### src/rtl/led_frame_sched_pkg.sv
// Shared types and constants for the LED frame scheduler: FSM states, pixel width
// and the default latch gap.
package led_frame_sched_pkg;

    localparam int PIX_W            = 24;
    localparam int LATCH_CYCLES_DEF = 5000;

    typedef enum logic [1:0] {
        ST_IDLE  = 2'd0,
        ST_FEED0 = 2'd1,
        ST_FEED1 = 2'd2,
        ST_LATCH = 2'd3
    } state_e;

    // One-hot string select for the feeding states, zero elsewhere.
    function automatic logic [1:0] feed_sel(input state_e st);
        logic [1:0] sel;
        case (st)
            ST_FEED0: sel = 2'b01;
            ST_FEED1: sel = 2'b10;
            default:  sel = 2'b00;
        endcase
        return sel;
    endfunction

endpackage

### src/rtl/led_frame_sched_if.sv
// Pixel path between the FWFT pixel FIFO, the scheduler and the two string serializers.
interface led_frame_sched_if;
    import led_frame_sched_pkg::*;

    logic [PIX_W-1:0] fifo_dout;
    logic             fifo_empty;
    logic             fifo_rd;
    logic [PIX_W-1:0] ch_data;
    logic [1:0]       ch_valid;
    logic [1:0]       ch_ready;

    modport master (
        input  fifo_dout, fifo_empty, ch_ready,
        output fifo_rd, ch_data, ch_valid
    );

    modport slave (
        output fifo_dout, fifo_empty, ch_ready,
        input  fifo_rd, ch_data, ch_valid
    );
endinterface

### src/rtl/led_frame_sched_latch_timer.sv
// Down-counter that times the string latch gap; done is high once CYCLES clocks have
// elapsed since load, counting the load cycle's successor as the first.
module led_latch_timer #(
    parameter int CYCLES = 5000
) (
    input  logic clk,
    input  logic reset_n,
    input  logic load,
    output logic done
);
    localparam int W = (CYCLES > 1) ? $clog2(CYCLES) : 1;

    logic [W-1:0] cnt_r;

    // Load with CYCLES-1 so that the owning state lasts exactly CYCLES clocks.
    always_ff @(posedge clk) begin
        if (!reset_n) begin
            cnt_r <= '0;
        end else if (load) begin
            cnt_r <= W'(CYCLES - 1);
        end else if (cnt_r != '0) begin
            cnt_r <= cnt_r - W'(1);
        end else begin
            cnt_r <= cnt_r;
        end
    end

    assign done = (cnt_r == '0);
endmodule

### src/rtl/led_frame_sched.sv
// Frame scheduler: streams leds_per_string pixels to string 0, then string 1, then
// holds the latch gap before reporting the frame complete.
module led_frame_sched
    import led_frame_sched_pkg::*;
#(
    parameter int CNT_W        = 10,
    parameter int LATCH_CYCLES = LATCH_CYCLES_DEF
) (
    input  logic                clk,
    input  logic                reset_n,
    input  logic                enable,
    input  logic                frame_start,
    input  logic [CNT_W-1:0]    leds_per_string,
    led_frame_sched_if.master   pix,
    output logic                busy,
    output logic                frame_done,
    output logic [15:0]         frame_count
);
    state_e             state_r;
    logic [CNT_W-1:0]   len_r;
    logic [CNT_W-1:0]   pix_cnt_r;
    logic               pending_r;
    logic               aborted_r;
    logic               frame_done_r;
    logic [15:0]        frame_count_r;

    logic               cnt_hit_s;
    logic [1:0]         valid_s;
    logic               accept_s;
    logic               enter_latch_s;
    logic               latch_done_s;

    assign cnt_hit_s = (pix_cnt_r == len_r);

    // Offer the FIFO head only to the active string, only while enabled and short of its count.
    always_comb begin
        valid_s       = 2'b00;
        enter_latch_s = 1'b0;
        if (reset_n && enable && !pix.fifo_empty && !cnt_hit_s) begin
            valid_s = feed_sel(state_r);
        end else begin
            valid_s = 2'b00;
        end
        case (state_r)
            ST_FEED0: enter_latch_s = !enable;
            ST_FEED1: enter_latch_s = !enable || cnt_hit_s;
            default:  enter_latch_s = 1'b0;
        endcase
    end

    assign accept_s     = |(valid_s & pix.ch_ready);
    assign pix.ch_valid = valid_s;
    assign pix.fifo_rd  = accept_s;
    assign pix.ch_data  = pix.fifo_dout;
    assign busy         = reset_n && (state_r != ST_IDLE);
    assign frame_done   = reset_n && frame_done_r;
    assign frame_count  = frame_count_r;

    led_latch_timer #(.CYCLES(LATCH_CYCLES)) u_latch (
        .clk     (clk),
        .reset_n (reset_n),
        .load    (enter_latch_s),
        .done    (latch_done_s)
    );

    // Frame sequencing, start queueing and completion bookkeeping.
    always_ff @(posedge clk) begin
        if (!reset_n) begin
            state_r       <= ST_IDLE;
            len_r         <= '0;
            pix_cnt_r     <= '0;
            pending_r     <= 1'b0;
            aborted_r     <= 1'b0;
            frame_done_r  <= 1'b0;
            frame_count_r <= 16'd0;
        end else begin
            frame_done_r <= 1'b0;
            if (frame_start && ((state_r != ST_IDLE) || !enable)) begin
                pending_r <= 1'b1;
            end
            case (state_r)
                ST_IDLE: begin
                    if (enable && (frame_start || pending_r)) begin
                        state_r   <= ST_FEED0;
                        len_r     <= leds_per_string;
                        pix_cnt_r <= '0;
                        pending_r <= 1'b0;
                        aborted_r <= 1'b0;
                    end
                end
                ST_FEED0, ST_FEED1: begin
                    if (!enable) begin
                        // Abort: skip the rest of the frame but keep the latch gap.
                        state_r   <= ST_LATCH;
                        aborted_r <= 1'b1;
                    end else if (cnt_hit_s) begin
                        state_r   <= (state_r == ST_FEED0) ? ST_FEED1 : ST_LATCH;
                        pix_cnt_r <= '0;
                    end else if (accept_s) begin
                        pix_cnt_r <= pix_cnt_r + CNT_W'(1);
                    end
                end
                ST_LATCH: begin
                    if (latch_done_s) begin
                        state_r      <= ST_IDLE;
                        frame_done_r <= 1'b1;
                        if (!aborted_r) begin
                            frame_count_r <= frame_count_r + 16'd1;
                        end
                    end
                end
                default: state_r <= ST_IDLE;
            endcase
        end
    end
endmodule

### src/flat_wrapper.sv
// flat-port wrapper written by rule: the top's interface ports become plain ports
module led_frame_sched_flat import led_frame_sched_pkg::*;
#(
    parameter int CNT_W        = 10,
    parameter int LATCH_CYCLES = LATCH_CYCLES_DEF
)
  (clk, reset_n, enable, frame_start, leds_per_string, busy, frame_done, frame_count, pix_fifo_dout, pix_fifo_empty, pix_ch_ready, pix_fifo_rd, pix_ch_data, pix_ch_valid);
  led_frame_sched_if pix_i ();
  input  logic clk;
  input  logic reset_n;
  input  logic enable;
  input  logic frame_start;
  input  logic [CNT_W-1:0] leds_per_string;
  output logic busy;
  output logic frame_done;
  output logic [15:0] frame_count;
  input wire logic [$bits(pix_i.fifo_dout)-1:0] pix_fifo_dout;
  input wire logic [$bits(pix_i.fifo_empty)-1:0] pix_fifo_empty;
  input wire logic [$bits(pix_i.ch_ready)-1:0] pix_ch_ready;
  output wire logic [$bits(pix_i.fifo_rd)-1:0] pix_fifo_rd;
  output wire logic [$bits(pix_i.ch_data)-1:0] pix_ch_data;
  output wire logic [$bits(pix_i.ch_valid)-1:0] pix_ch_valid;
  assign pix_i.fifo_dout = pix_fifo_dout;
  assign pix_i.fifo_empty = pix_fifo_empty;
  assign pix_i.ch_ready = pix_ch_ready;
  assign pix_fifo_rd = pix_i.fifo_rd;
  assign pix_ch_data = pix_i.ch_data;
  assign pix_ch_valid = pix_i.ch_valid;
  led_frame_sched #(.CNT_W(CNT_W), .LATCH_CYCLES(LATCH_CYCLES)) u_core (.clk(clk), .reset_n(reset_n), .enable(enable), .frame_start(frame_start), .leds_per_string(leds_per_string), .pix(pix_i), .busy(busy), .frame_done(frame_done), .frame_count(frame_count));
endmodule
### config.mk
export PLATFORM = sky130hd
export DESIGN_NAME = led_frame_sched_flat
export DESIGN_NICKNAME = d
export VERILOG_FILES = /design/src/rtl/led_frame_sched_pkg.sv /design/src/rtl/led_frame_sched_if.sv /design/src/rtl/led_frame_sched_latch_timer.sv /design/src/rtl/led_frame_sched.sv /design/src/flat_wrapper.sv
export SDC_FILE = /design/constraint.sdc
export NUM_CORES = 1
export LEC_CHECK = 0
export ABC_AREA = 1
export CAP_MARGIN = 10
export CORE_MARGIN = 3
export CORE_UTILIZATION = 28
export CTS_BUF_LIST = sky130_fd_sc_hd__clkbuf_2 sky130_fd_sc_hd__clkbuf_4 sky130_fd_sc_hd__clkbuf_8
export DETAILED_ROUTE_END_ITERATION = 10
export SYNTH_ARGS = -nofsm -noshare
export SYNTH_HDL_FRONTEND = slang
export SYNTH_SLANG_ARGS = --single-unit
### constraint.sdc
create_clock -name clk -period 4.6 [get_ports clk]
set_input_delay 1.15 -clock clk [delete_from_list [all_inputs] [get_ports clk]]
set_output_delay 1.15 -clock clk [all_outputs]
set_load 0.01 [all_outputs]
==> results_dict.tcl, run 1 <==
set metrics [dict create \
    status "finished, final reports clean" \
    globalRouteTotalUtil 0.113 \
    fin_worst_skew_ns 0.00841 \
    min_period_over_period 0.901 \
    die_w_um 113 \
    ant_nets 0 \
    ctsResizeCount 0 \
    portBuffers 37 \
    place_hpwl_um 5500 \
    core-area_um2 11000 \
    rsz0062_at_grt "no" \
    synth_area_um2 3200 \
    drc_errors 0 \
    worst-path-max-fanout 6 \
    fp-row-count 38 \
    finalNonFillerCells 620 \
    fin_setup_tns_ns 0 \
    p_per_area_nw_per_um2 498 \
    numCtsBuffers 5 \
    final-hold-violation-count 0 \
    layout-drive-gt1-share 0.0771 \
    yosysSeqAreaShare 0.338 \
    grt-ovfl-total 0 \
    finalMaxSlewViolations 0 \
    die-area_um2 12700 \
    cts.hold.buffers_added 0 \
    cap_violations 0 \
    finalCriticalPeriod_ns 4.15 \
    syn_nets 513 \
    cts_tree "built" \
    finalPower_w 0.00182 \
    avgSynthCellArea_um2 6.91 \
    cts.clk_slew.worst_paths_ns 0.09 \
    synth_top_flop_cell "dfxtp_1" \
    vdd_drop_max_mv 0.197 \
    clock-root-buffer "clkbuf_8" \
    yosysWarnings 0 \
    synth-seq-cells 54 \
    synthCells 463 \
    detail_route.wl_per_cell_um 11.5 \
    whs_ns 0.486 \
    critical_path_class "in2out" \
    p_leak_nw 1.38 \
    r2r_slack_ns 2.44 \
    synth_edf_count 0 \
    worstSetupStartpointType "input pin" \
    grt_pass1_vias 2634 \
    final_common_cell "nand2_1" \
    max_slew_margin 0.639 \
    finalSetupViolations 0 \
    gp_congestion 0.866 \
    final_nets 529 \
    drt-initial-drc-count 161 \
    arrival_ns 3.00 \
    finalWirelength_um 7110 \
    clock_path_buffers 2 \
    yosysTopAreaCellShare 0.338 \
    worst_slack_ns 0.453 \
    final_cell_mix "nand2_1 (94), nor2_1 (59), dfxtp_1 (54), inv_1 (49), clkdlybuf4s50_1 (37)" \
    ios 86 \
    required_ns 3.45 \
    via_count 2893 \
    areaGrowthSynthToFinish_pct 14.0 \
    grt_max_degree 28 \
    synth_top_cell_by_area "dfxtp_1" \
    async_flop_share 0 \
    pre_cts_slack_ns 0.452 \
    postCtsSetupBuffers 0 \
    ys_types 35 \
    clk_latency_ns 0.30 \
    antennaDiodeCount 0 \
    ys_top_cells_by_area "dfxtp_1 (34%), nand2_1 (11%), nor2_1 (6.9%)" \
    tightest_slew_ns 0.537 \
    start_util 0.291 \
    grt_pass1_wl_um 12300 \
    hold_class "reg2reg" \
    antenna_found_initial 0 \
    endpoint_kind "output port" \
    vias_per_cell 4.67 \
    htreeDepth 2 \
    cts_sinks 54 \
    die_h_um 113 \
    n_fill_cell 1176 \
    fmax_mhz 241 \
    dp.cells 612 \
    drt-pass1-iter-count 4 \
]
-- cell families (layout without fill, tap and decap cells) --
kind of cell	after synthesis	count (layout)	share of synthesized area
fa+ha+maj	9	9	0.0352
flops	54	54	0.338
xor+xnor	13	13	0.0356
buf+inv	83	100	0.128
simple gates	228	228	0.333
compound gates	76	76	0.130
-- path summary, 6_finish.rpt --
| check | startpoint | endpoint | cells after the start |
|---|---|---|---|
| min reg2reg | u_core.len_r[1] | u_core.len_r[1] | 2 |
| min | u_core.len_r[1] | u_core.len_r[1] | 2 |
| max | enable | pix_fifo_rd | 6 |
| max reg2reg | u_core.state_r[0] | u_core.pix_cnt_r[0] | 12 |
-- per-stage QoR --
stage | util | area, µm²
5_1_grt | 0.332 | 3650
3_3_place_gp | 0.324 | 3550
3_5_place_dp | 0.324 | 3550
6_report | 0.332 | 3650
4_1_cts | 0.332 | 3650
2_1_floorplan | - | 3200
-- synthesized netlist by cell type, drive strengths merged (5+ instances only) --
| cell type | n |
|---|---|
| nand2 | 100 |
| nor3 | 18 |
| buf | 25 |
| clkbuf | 5 |
| dfxtp | 54 |
| o21ai | 33 |
| nand3 | 29 |
| ha | 9 |
| nand4 | 9 |
| xor2 | 10 |
| a21oi | 36 |
| inv | 53 |
| nor2 | 67 |
-- worst max-delay path, stage by stage --
cell             delay, ns
clkdlybuf4s50_1       0.50
inv_1                 0.15
nor3_1                0.33
nand4_1               0.22
nand2_1               0.11
clkdlybuf4s50_1       0.54
-- flip-flops by register name, indices dropped and copies added (netlist names) --
signal / count
u_core.frame_count: 16
u_core.aborted_r: 1
u_core.pix_cnt_r: 10
u_core.u_latch.cnt_r: 13
u_core.len_r: 10
u_core.frame_done_r: 1
u_core.pending_r: 1
u_core.state_r: 2
-- where the power goes --
part / internal (W) / total (W) / switching [W] / leakage (nW)
Combinational: 0.000309 / 0.000869 / 0.000560 / 0.883
Clock: 0.000128 / 0.000277 / 0.000150 / 0.0517
Sequential: 0.000568 / 0.000673 / 0.000105 / 0.441
Total: 0.00100 / 0.00182 / 0.000815 / 1.38
-- routing by layer --
| metal | share of wire | GRT usage | wire length (µm) | vias up |
|---|---|---|---|---|
| met2 | 0.43 | 0.175 | 3030 | 57 |
| met1 | 0.50 | 0.156 | 3580 | 1300 |
| li1 | - | - | - | 1519 |
| met3 | 0.051 | 0.0246 | 365 | 17 |
| met4 | 0.018 | 0.0369 | 129 | 0 |
| met5 | 0 | 0 | 0 | - |
-- area by class of cell --
class,count,area [µm²],area share
multi-input cells,326,1710,0.468
flip-flops and latches,54,1080,0.296
repair buffers,39,385,0.106
inverters,53,204,0.0559
well taps,140,175,0.0480
clock buffers,7,90.1,0.0247
clock inverters,1,5.00,0.00137
Note: power is estimated with default switching activity, not from simulation.
==> run 2, diff against run 1 <==
- CAP_MARGIN: 10 -> 40
- clock period: 4.6 -> 4.4 ns (I/O delays scaled with it)
==> results_dict.tcl, run 2 (synthesis results as in run 1) <==
set metrics [dict create \
    final_nets 529 \
    die_h_um 113 \
    finalMaxSlewViolations 0 \
    detail_route.wl_per_cell_um 11.7 \
    portBuffers 37 \
    cts_tree "built" \
    htreeDepth 2 \
    finalCriticalPeriod_ns 4.06 \
    largest_reg_flops 16 \
    fmax_mhz 246 \
    numCtsBuffers 5 \
    grt_max_degree 28 \
    finalWirelength_um 7270 \
    final_cell_mix "nand2_1 (94), nor2_1 (59), dfxtp_1 (54), inv_1 (49), clkdlybuf4s50_1 (37)" \
    ios 86 \
    gp_congestion 0.865 \
    clock_path_buffers 2 \
    grt-ovfl-total 0 \
    postCtsSetupBuffers 0 \
    vias_per_cell 4.66 \
    fin_setup_tns_ns 0 \
    fin_worst_skew_ns 0.00728 \
    r2r_end "u_core.pix_cnt_r[3]" \
    worst-path-max-fanout 6 \
    drc_errors 0 \
    r2r_slack_ns 2.23 \
    areaGrowthSynthToFinish_pct 14.0 \
    worst_path_max_delay_cell "clkdlybuf4s50_1" \
    p_per_area_nw_per_um2 526 \
    clock-root-buffer "clkbuf_8" \
    ctsResizeCount 0 \
    cts.clk_slew.worst_paths_ns 0.09 \
    finalSetupViolations 0 \
    vdd_drop_max_mv 0.254 \
    antenna_found_initial 0 \
    cp_slowest_stage_delay_ns 0.53 \
    crit_chain "clkdlybuf4s50_1 -> inv_1 -> nor3_1 -> nand4_1 -> nand2_1 -> clkdlybuf4s50_1" \
    crit_family "buffers and inverters" \
    final_common_cell "nand2_1" \
    rsz0062_at_grt "no" \
    grt_pass1_vias 2709 \
    cts.hold.buffers_added 0 \
    ant_nets 0 \
    final-hold-violation-count 0 \
    critical_path_class "in2out" \
    timing.rr.start "u_core.state_r[1]" \
    worst-path-stages 6 \
    p_leak_nw 1.38 \
    die-area_um2 12700 \
    die_w_um 113 \
    worstSetupStartpointType "input pin" \
    layout-drive-gt1-share 0.0771 \
    start_util 0.291 \
    min_period_over_period 0.922 \
    arrival_ns 2.96 \
    endpoint_kind "output port" \
    status "finished, final reports clean" \
    max_slew_margin 0.660 \
    antennaDiodeCount 0 \
    endpoint "pix_fifo_rd" \
    required_ns 3.30 \
    core-area_um2 11000 \
    cts_sinks 54 \
    drt-pass1-iter-count 4 \
    tightest_slew_ns 0.507 \
    finalCoreUtilization 0.332 \
    hold_class "reg2reg" \
    globalRouteTotalUtil 0.114 \
    place_hpwl_um 5590 \
    crit_start "enable" \
    via_count 2887 \
    grt_pass1_wl_um 12500 \
    drt-initial-drc-count 179 \
    reg2reg_depth 12 \
    clk_latency_ns 0.30 \
    cp_common_cell "clkdlybuf4s50_1" \
    crit_buf_inv 3 \
    cap_violations 0 \
    fp-row-count 38 \
]
-- run 2: cell counts in the layout (fill, tap and decap cells not counted) --
No cell type changed its count.
-- run 2: where the power goes --
| part | total, W | internal (W) | switching (W) |
|---|---|---|---|
| registers | 0.000704 | 0.000593 | 0.000111 |
| clock network | 0.000290 | 0.000134 | 0.000157 |
| logic | 0.000923 | 0.000324 | 0.000599 |
-- run 2: worst min path at each step --
| stage | cells after the start | start | slack (ns) | end |
|---|---|---|---|---|
| final | 2 | u_core.len_r[6] | 0.48 | u_core.len_r[6] |
| after global placement | 2 | u_core.len_r[6] | 0.46 | u_core.len_r[6] |
| after detailed placement | 2 | u_core.len_r[6] | 0.47 | u_core.len_r[6] |
| after global routing | 2 | u_core.len_r[6] | 0.50 | u_core.len_r[6] |
| after CTS | 2 | u_core.len_r[7] | 0.48 | u_core.len_r[7] |
| after floorplan | 2 | u_core.len_r[1] | 0.44 | u_core.len_r[1] |
-- run 2: layer usage --
| metal | GRT usage | share of wire | wire length, µm | up-vias |
|---|---|---|---|---|
| met2 | 0.188 | 0.44 | 3180 | 53 |
| met5 | 0 | 0 | 0 | - |
| li1 | - | - | - | 1515 |
| met4 | 0.0353 | 0.013 | 95 | 0 |
| met3 | 0.0182 | 0.041 | 301 | 15 |
| met1 | 0.154 | 0.51 | 3690 | 1304 |
-- run 2: area by class of cell --
| class | count | area, µm² |
|---|---|---|
| clock buffer | 7 | 90.1 |
| multi-input combinational | 326 | 1710 |
| timing repair buffer | 39 | 385 |
| inverter | 53 | 204 |
| clock inverter | 1 | 5.00 |
| tap | 140 | 175 |
| sequential | 54 | 1080 |
| fill | 1157 | 7330 |
-- run 2: worst reg2reg max path: cells and delay by family (launching register included) --
kind | cells | cell delay (ns)
simple gates | 5 | 0.60
flops | 1 | 0.34
compound gates | 2 | 0.42
buf+inv | 4 | 0.52
fa+ha+maj | 1 | 0.23
-- run 2: per-stage QoR --
step	std cells	cell area, µm²	total power, W	worst slack, ns	hold WS, ns
floorplan	463	3200	0.00144	1.41	0.444
detailed placement	612	3550	0.00163	0.355	0.468
global route	620	3650	0.00210	0.209	0.499
global placement	612	3550	0.00162	0.381	0.463
CTS	620	3650	0.00193	0.340	0.482
finish	620	3650	0.00192	0.343	0.482
